`src/rtl/prog_seq.sv`:
```
// rtl/prog_seq.sv - program-fetch sequencer with go synchroniser and retired-instruction counter
module prog_seq #(
  parameter int Psize = 6,
  parameter int Csize = 16
) (
  input  logic             clk,
  input  logic             reset,
  input  logic             run_en,
  input  logic             wait_req,
  input  logic             go,
  input  logic             halt_req,
  input  logic             jump_en,
  input  logic [Psize-1:0] jump_addr,
  input  logic             branch_en,
  input  logic [Psize-1:0] branch_off,
  output logic [Psize-1:0] address,
  output logic             instr_valid,
  output logic             input_strobe,
  output logic [1:0]       state,
  output logic [Csize-1:0] instr_count
);

  typedef enum logic [1:0] {
    S_IDLE = 2'b00,
    S_RUN  = 2'b01,
    S_WAIT = 2'b10,
    S_HALT = 2'b11
  } state_t;

  localparam logic [Csize-1:0] CMAX = '1;

  state_t cur;
  logic   sync1, sync2, sync3;
  logic   go_edge;
  logic   retire;

  assign go_edge     = sync2 & ~sync3;
  assign instr_valid = (cur == S_RUN);
  assign state       = cur;

  // two-flop synchroniser for the raw go pin, third flop for rising-edge detect
  always_ff @(posedge clk or negedge reset) begin
    if (!reset) begin
      sync1 <= 1'b0;
      sync2 <= 1'b0;
      sync3 <= 1'b0;
    end else begin
      sync1 <= go;
      sync2 <= sync1;
      sync3 <= sync2;
    end
  end

  // an instruction retires when it completes in RUN or when a stalled input instruction is released
  always_comb begin
    retire = 1'b0;
    if (cur == S_RUN)
      retire = !halt_req && !wait_req;
    else if (cur == S_WAIT)
      retire = go_edge;
  end

  // sequencer state, program counter and input strobe
  always_ff @(posedge clk or negedge reset) begin
    if (!reset) begin
      cur          <= S_IDLE;
      address      <= '0;
      input_strobe <= 1'b0;
    end else begin
      input_strobe <= 1'b0;
      case (cur)
        S_IDLE: begin
          address <= '0;
          if (run_en)
            cur <= S_RUN;
        end
        S_RUN: begin
          if (halt_req)
            cur <= S_HALT;
          else if (wait_req)
            cur <= S_WAIT;
          else if (jump_en)
            address <= jump_addr;
          else if (branch_en)
            address <= address + branch_off;
          else
            address <= address + Psize'(1);
        end
        S_WAIT: begin
          // only a fresh edge seen while stalled releases the wait
          if (go_edge) begin
            cur          <= S_RUN;
            address      <= address + Psize'(1);
            input_strobe <= 1'b1;
          end
        end
        default: begin
          cur <= S_HALT;
        end
      endcase
    end
  end

  // saturating retired-instruction counter
  always_ff @(posedge clk or negedge reset) begin
    if (!reset)
      instr_count <= '0;
    else if (retire && instr_count != CMAX)
      instr_count <= instr_count + Csize'(1);
  end

endmodule

```
`config.mk`:
```
export PLATFORM = sky130hd
export DESIGN_NAME = prog_seq
export DESIGN_NICKNAME = d
export VERILOG_FILES = /design/src/rtl/prog_seq.sv
export SDC_FILE = /design/constraint.sdc
export NUM_CORES = 1
export LEC_CHECK = 0
export ABC_CLOCK_PERIOD_IN_PS = 4100
export CAP_MARGIN = 5
export CORE_UTILIZATION = 37
export CTS_BUF_LIST = sky130_fd_sc_hd__clkbuf_8 sky130_fd_sc_hd__clkbuf_16
export CTS_CLUSTER_DIAMETER = 120
export DETAILED_ROUTE_END_ITERATION = 8
export HOLD_SLACK_MARGIN = 0.1
export PLACE_DENSITY = 0.69
export SLEW_MARGIN = 15
export SYNTH_ARGS = -nofsm -noshare
export SYNTH_HDL_FRONTEND = slang
export SYNTH_SLANG_ARGS = --single-unit
```
`constraint.sdc`:
```
create_clock -name clk -period 4.1 [get_ports clk]
set_input_delay 1.025 -clock clk [delete_from_list [all_inputs] [get_ports clk]]
set_output_delay 1.025 -clock clk [all_outputs]
set_load 0.01 [all_outputs]
```
Word level (Yosys, flattened, before mapping). Index checks and enable logic that the tools add are counted.

Word-level logic and storage cells: 43. Register bits after elaboration: 28. Input port bits: 20. Output and inout port bits: 26.

Bitwise operators: 2. $add $sub $neg: 3. Reductions and logical operators: 8. Multiplexer cells: 15. Equality and inequality tests: 8.

Operators by type and width (number): $mux 6 (5); $pmux 6 s3 (1); $add 16x1->16 const B (1); $ne 16x16->1 const B (1); $mux 2 (4); $ne 2x2->1 const B (4); $add 6x1->6 const B (1); $add 6x6->6 (1); $pmux 2 s3 (1); $mux 1 (4); $reduce_and 4->1 (1); $ne 3x3->1 const B (1); $reduce_and 3->1 (1); $reduce_bool 3->1 (1); $eq 2x1->1 const B (1); $eq 2x2->1 const B (1); $logic_and 1x1->1 (2); $logic_not 1->1 (2); $logic_not 2->1 (1); $and 1x1->1 (1); $not 1->1 (1).

Logic depth before layout (Yosys ltp).
Depth after elaboration: 6. Mapped depth: 8.

Worst setup path after synthesis. OpenSTA, ideal clock, no wires.

Kind: input to register. Start: in branch_off[0]. End: reg address[4]. Buffers on the path: 0. Arrival time: 2.365 ns. Library setup time: 0.083 ns. Cell stages on the path: 8. Setup slack: 1.652 ns. Cell sequence: ha_1 -> inv_1 -> fa_1 -> nor2b_1 -> o21ai_0 -> nor4b_1 -> o41a_1 -> o21ai_0.

Cells in the longest elaborated chain, start to end: 6.

Ends and longest elaborated chain: from (decl) (RTL line 15) `input logic [Psize-1:0] branch_off,`; $add 6x6->6 (RTL line 85) `address <= address + branch_off;`; $mux 6 (RTL line 84) `else if (branch_en)`; $mux 6 (RTL line 82) `else if (jump_en)`; $mux 6 (RTL line 80) `else if (wait_req)`; $mux 6 (RTL line 78) `if (halt_req)`; $pmux 6 s3 (RTL line 71) `case (cur)`; to (signal assigned) (RTL line 83) `address <= jump_addr;`; to (signal assigned) (RTL line 85); to (signal assigned) (RTL line 87) `address <= address + Psize'(1);`; to (decl) (RTL line 16) `output logic [Psize-1:0] address,`.

No other way between the ends. The select of a mux whose other input is x is not followed. A chain may end at the register's enable or synchronous reset.

Worst setup path after layout.
Start: reg cur[1] (netlist: state[1]). End: out instr_valid.

Cells in the longest elaborated chain, start to end: 1.

Ends and longest elaborated chain: from (decl) (RTL line 32) `state_t cur;`; from (signal assigned) (RTL line 66) `cur <= S_IDLE;`; from (signal assigned) (RTL line 75) `cur <= S_RUN;`; from (signal assigned) (RTL line 79) `cur <= S_HALT;`; $eq 2x1->1 (RTL line 38) `assign instr_valid = (cur == S_RUN);`; to (decl) (RTL line 17) `output logic instr_valid,`.

No other way between the ends.

==> Flow_metrics.wiki <==
{| class="wikitable"
! Metric !! Value
|-
| Outcome || completed
|-
| R2R cell count || 7
|-
| Mux cell area share after synthesis || 0.0172
|-
| Core Rows || 25
|-
| Post-detailed-routing wire length || approximately 4000 µm
|-
| Standby leakage power || 1.05 nW
|-
| Cell count after placement || 302
|-
| Total track usage || 0.166
|-
| Routed wirelength normalized by instance count || 13.1 µm
|-
| IR drop worst, VDD || 270 µV
|-
| Setup Buffers After CTS || 0
|-
| Area fraction in compound gates after synthesis || 0.160
|-
| Via count of the first global-routing pass || 1537
|-
| Share of layout cells above drive strength 1 || 0.0586
|-
| Category of the most critical setup path || reg -> out
|-
| Most area-consuming cells after synthesis || dfrtp_1, ha_1, xnor2_1, xor2_1, o21ai_0
|-
| Basic-gate share of the synthesized area counting and, or, nand and nor cells || 0.227
|-
| GRT overflow || 0
|-
| Vias after detailed routing || 1559
|-
| Clock transition at the registers of the reported paths || 0.09 ns
|-
| Start point of the worst min-delay path || sync1
|-
| Tightest slew margin relative to the limit || 0.685
|-
| Count of flip-flops with a built-in enable after synthesis || 0
|-
| Avg Synthesized Cell Area || 9.42 µm²
|-
| Number of max-cap violations || 0
|-
| Number of unique standard cell types used by synthesis || 47
|-
| Cell count of the worst hold path || 0
|-
| First-pass GRT wire length || 6920 µm
|-
| Maximum number of buffers from clock root to sink || 2
|-
| Adder and majority gate portion of the synthesized area || 0.0867
|-
| Die outline area || just over 0.005 mm²
|-
| Clk_skew || 0.00787 ns
|-
| Non-Filler Instances || between 300 and 400
|-
| Shortest clock period the worst path allows after layout || ~2.9 ns
|-
| Footprint of the flip-flops and latches || 701 µm²
|-
| Iteration-0 DRC count of the detailed router || between 80 and 90
|-
| Number of nets with antenna violations after routing || 0
|-
| Fmax || 346 MHz
|-
| Arr. time, crit path || 1.86 ns
|-
| CP Launch Type || flop
|-
| Flop pwr share || 0.355
|-
| Post-Syn Instances || roughly 190
|-
| Initial core utilization || 0.385
|-
| Crit end category || primary output
|-
| Number of H-tree levels || 1
|-
| Post-route setup TNS || 0 ns
|-
| Clk network pwr share || 0.144
|-
| Crit Reg-Reg Endpoint || instr_count[10]
|-
| Clock network latency to the later pin of the worst-skew pair || 0.28 ns
|-
| Most used flip-flop cell after synthesis || dfrtp_1
|-
| Count of final max-slew check failures || 0
|-
| Area of the multi-input gates || between 0.001 and 0.0015 mm²
|-
| Area share of the largest cell type after synthesis || 0.385
|-
| Synth Area in XOR/XNOR || 0.0915
|-
| Clock tree from TritonCTS || yes
|-
| Transition at the pin with the smallest max-transition slack || 0.469 ns
|-
| Most used standard cells in the synthesized netlist || dfrtp_1, nand2_1, nor2_1
|-
| Launch point of the worst reg-to-reg path || state[1]
|-
| Path type of the worst min-delay path || reg -> reg
|-
| Ys Warns || 0
|-
| Net count of the finished layout || 272
|-
| FF+latch count, synth || 28
|-
| Main combinational cell family by area after synthesis || simple AND/OR/NAND/NOR gates
|-
| Final weighted congestion in routability-driven placement || 0.800
|-
| RSZ-0062 raised after global routing || no
|-
| Number of endpoints with negative hold slack in the final report || 0
|-
| Drt pass-1 iters || 5
|-
| Gates resized, CTS repair || 0
|-
| Switching power as a share of total power || 0.400
|-
| Hold buffer count at cts || 0
|-
| Ratio of final minimum period to clock period || 0.704
|-
| Horizontal die dimension || 72.1 µm
|-
| Number of antenna violations at the first check in global routing || 0
|-
| Ys async rst share || 1.00
|-
| Area Growth Syn to Fin || 31.9%
|-
| Biggest area consumer among synthesized cells || dfrtp_1
|-
| # setup viols final || 0
|-
| Filler cell count in the final layout || 452
|-
| Root buf cell || clkbuf_8
|-
| Detailed-placement wirelength estimate || 2990 µm
|-
| Quantity of I/O buffers inserted on ports || between 40 and 50
|-
| Worst hold slack || about 0.36 ns
|-
| Total internal power || approximately 0.0007 W
|-
| Net load switching power || 0.000477 W
|-
| Netlist area before placement || 0.00182 mm²
|-
| Biggest fanout along the worst timing path || 12
|-
| Clock net sink count || 28
|-
| Post-synthesis sequential area ratio || 0.385
|-
| Data required time at the worst endpoint || about 3 ns
|-
| Die Height || between 70 and 80 µm
|-
| Drt via density || 5.09
|-
| Residual DRC count || 0
|-
| Sink of the worst hold path || sync2
|-
| Ant diodes || 0
|-
| Number of top-level pins || 46
|-
| Cell with the most instances after synthesis || dfrtp_1
|-
| Core footprint || between 0.004 and 0.005 mm²
|-
| Maximum number of pins on one net before global-route repair || 29
|-
| Combinational cell fraction of total power || 0.500
|-
| Inserted Clock Buffers || 3
|-
| Setup slack on the worst flop-to-flop path || roughly 1.9 ns
|-
| Pwr dens || 498 mW/mm²
|-
| Synthesized net count || 225
|}
==> state kept, by name, summed over array words and instances (netlist names) <==
register / flops
state: 2
sync1: 1
input_strobe: 1
sync2: 1
sync3: 1
address: 6
instr_count: 16
==> power by group through the flow <==
stage          Combinational (W)  Clock, W  Sequential (W)
4_1_cts                 0.000602  0.000180        0.000424
3_3_place_gp            0.000590         0        0.000427
3_5_place_dp            0.000599         0        0.000429
5_1_grt                 0.000665  0.000193        0.000438
2_1_floorplan           0.000355         0        0.000435
6_report                0.000597  0.000172        0.000424
==> worst max-delay path by stage <==
stage / start / end / depth (start not counted)
2_1_floorplan: branch_off[0] / address[4] / 8
3_3_place_gp: branch_off[0] / address[4] / 9
3_5_place_dp: branch_off[0] / address[4] / 9
4_1_cts: state[1] / instr_valid / 3
5_1_grt: state[1] / instr_valid / 3
6_report: state[1] / instr_valid / 3
==> cells by family after synthesis <==
family | count (synthesis)
buf+inv | 15
xor+xnor | 19
flops | 28
fa+ha+maj | 12
mux | 3
simple gates | 73
compound gates | 43
==> routing by layer <==
metal  wire [µm]  global-route usage  up-vias
li1            -                   -      776
met1        1980               0.236      731
met2        1790               0.264       47
met3         218              0.0278        5
met4          36              0.0392        0
met5           0                   0        -
==> layout make-up <==
class	count	share of cell area
multi-input combinational	150	0.442
sequential	28	0.292
timing repair buffer	46	0.191
tap	67	0.0350
clock buffer	4	0.0230
inverter	11	0.0172
==> layout by cell type (no fill, tap or decap), drive strengths merged, types with 4 or more instances in the layout <==
| cell type | n |
|---|---|
| clkdlybuf4s50 | 45 |
| dfrtp | 28 |
| nand2 | 19 |
| nor2 | 15 |
| o21ai | 15 |
| inv | 11 |
| ha | 11 |
| nand3 | 11 |
| xnor2 | 10 |
| xor2 | 9 |
| a21oi | 7 |
| nor3 | 6 |
| a211oi | 4 |
| and4 | 4 |
| clkbuf | 4 |
==> worst max-delay path, stage by stage (launching register included) <==
cell             delay (ns)
dfrtp_1                0.42
inv_1                  0.11
ha_1                   0.44
clkdlybuf4s50_1        0.62
==> per-stage QoR <==
| step | cell area, µm² | util | setup WS [ns] | total power, W |
|---|---|---|---|---|
| 2_1_floorplan | 1820 | - | 1.65 | 0.000791 |
| 3_3_place_gp | 2340 | 0.496 | 1.10 | 0.00102 |
| 3_5_place_dp | 2340 | 0.496 | 1.06 | 0.00103 |
| 4_1_cts | 2400 | 0.508 | 1.20 | 0.00121 |
| 5_1_grt | 2400 | 0.508 | 1.11 | 0.00130 |
| 6_report | 2400 | 0.508 | 1.21 | 0.00119 |
(Power assumes the default switching activity.)
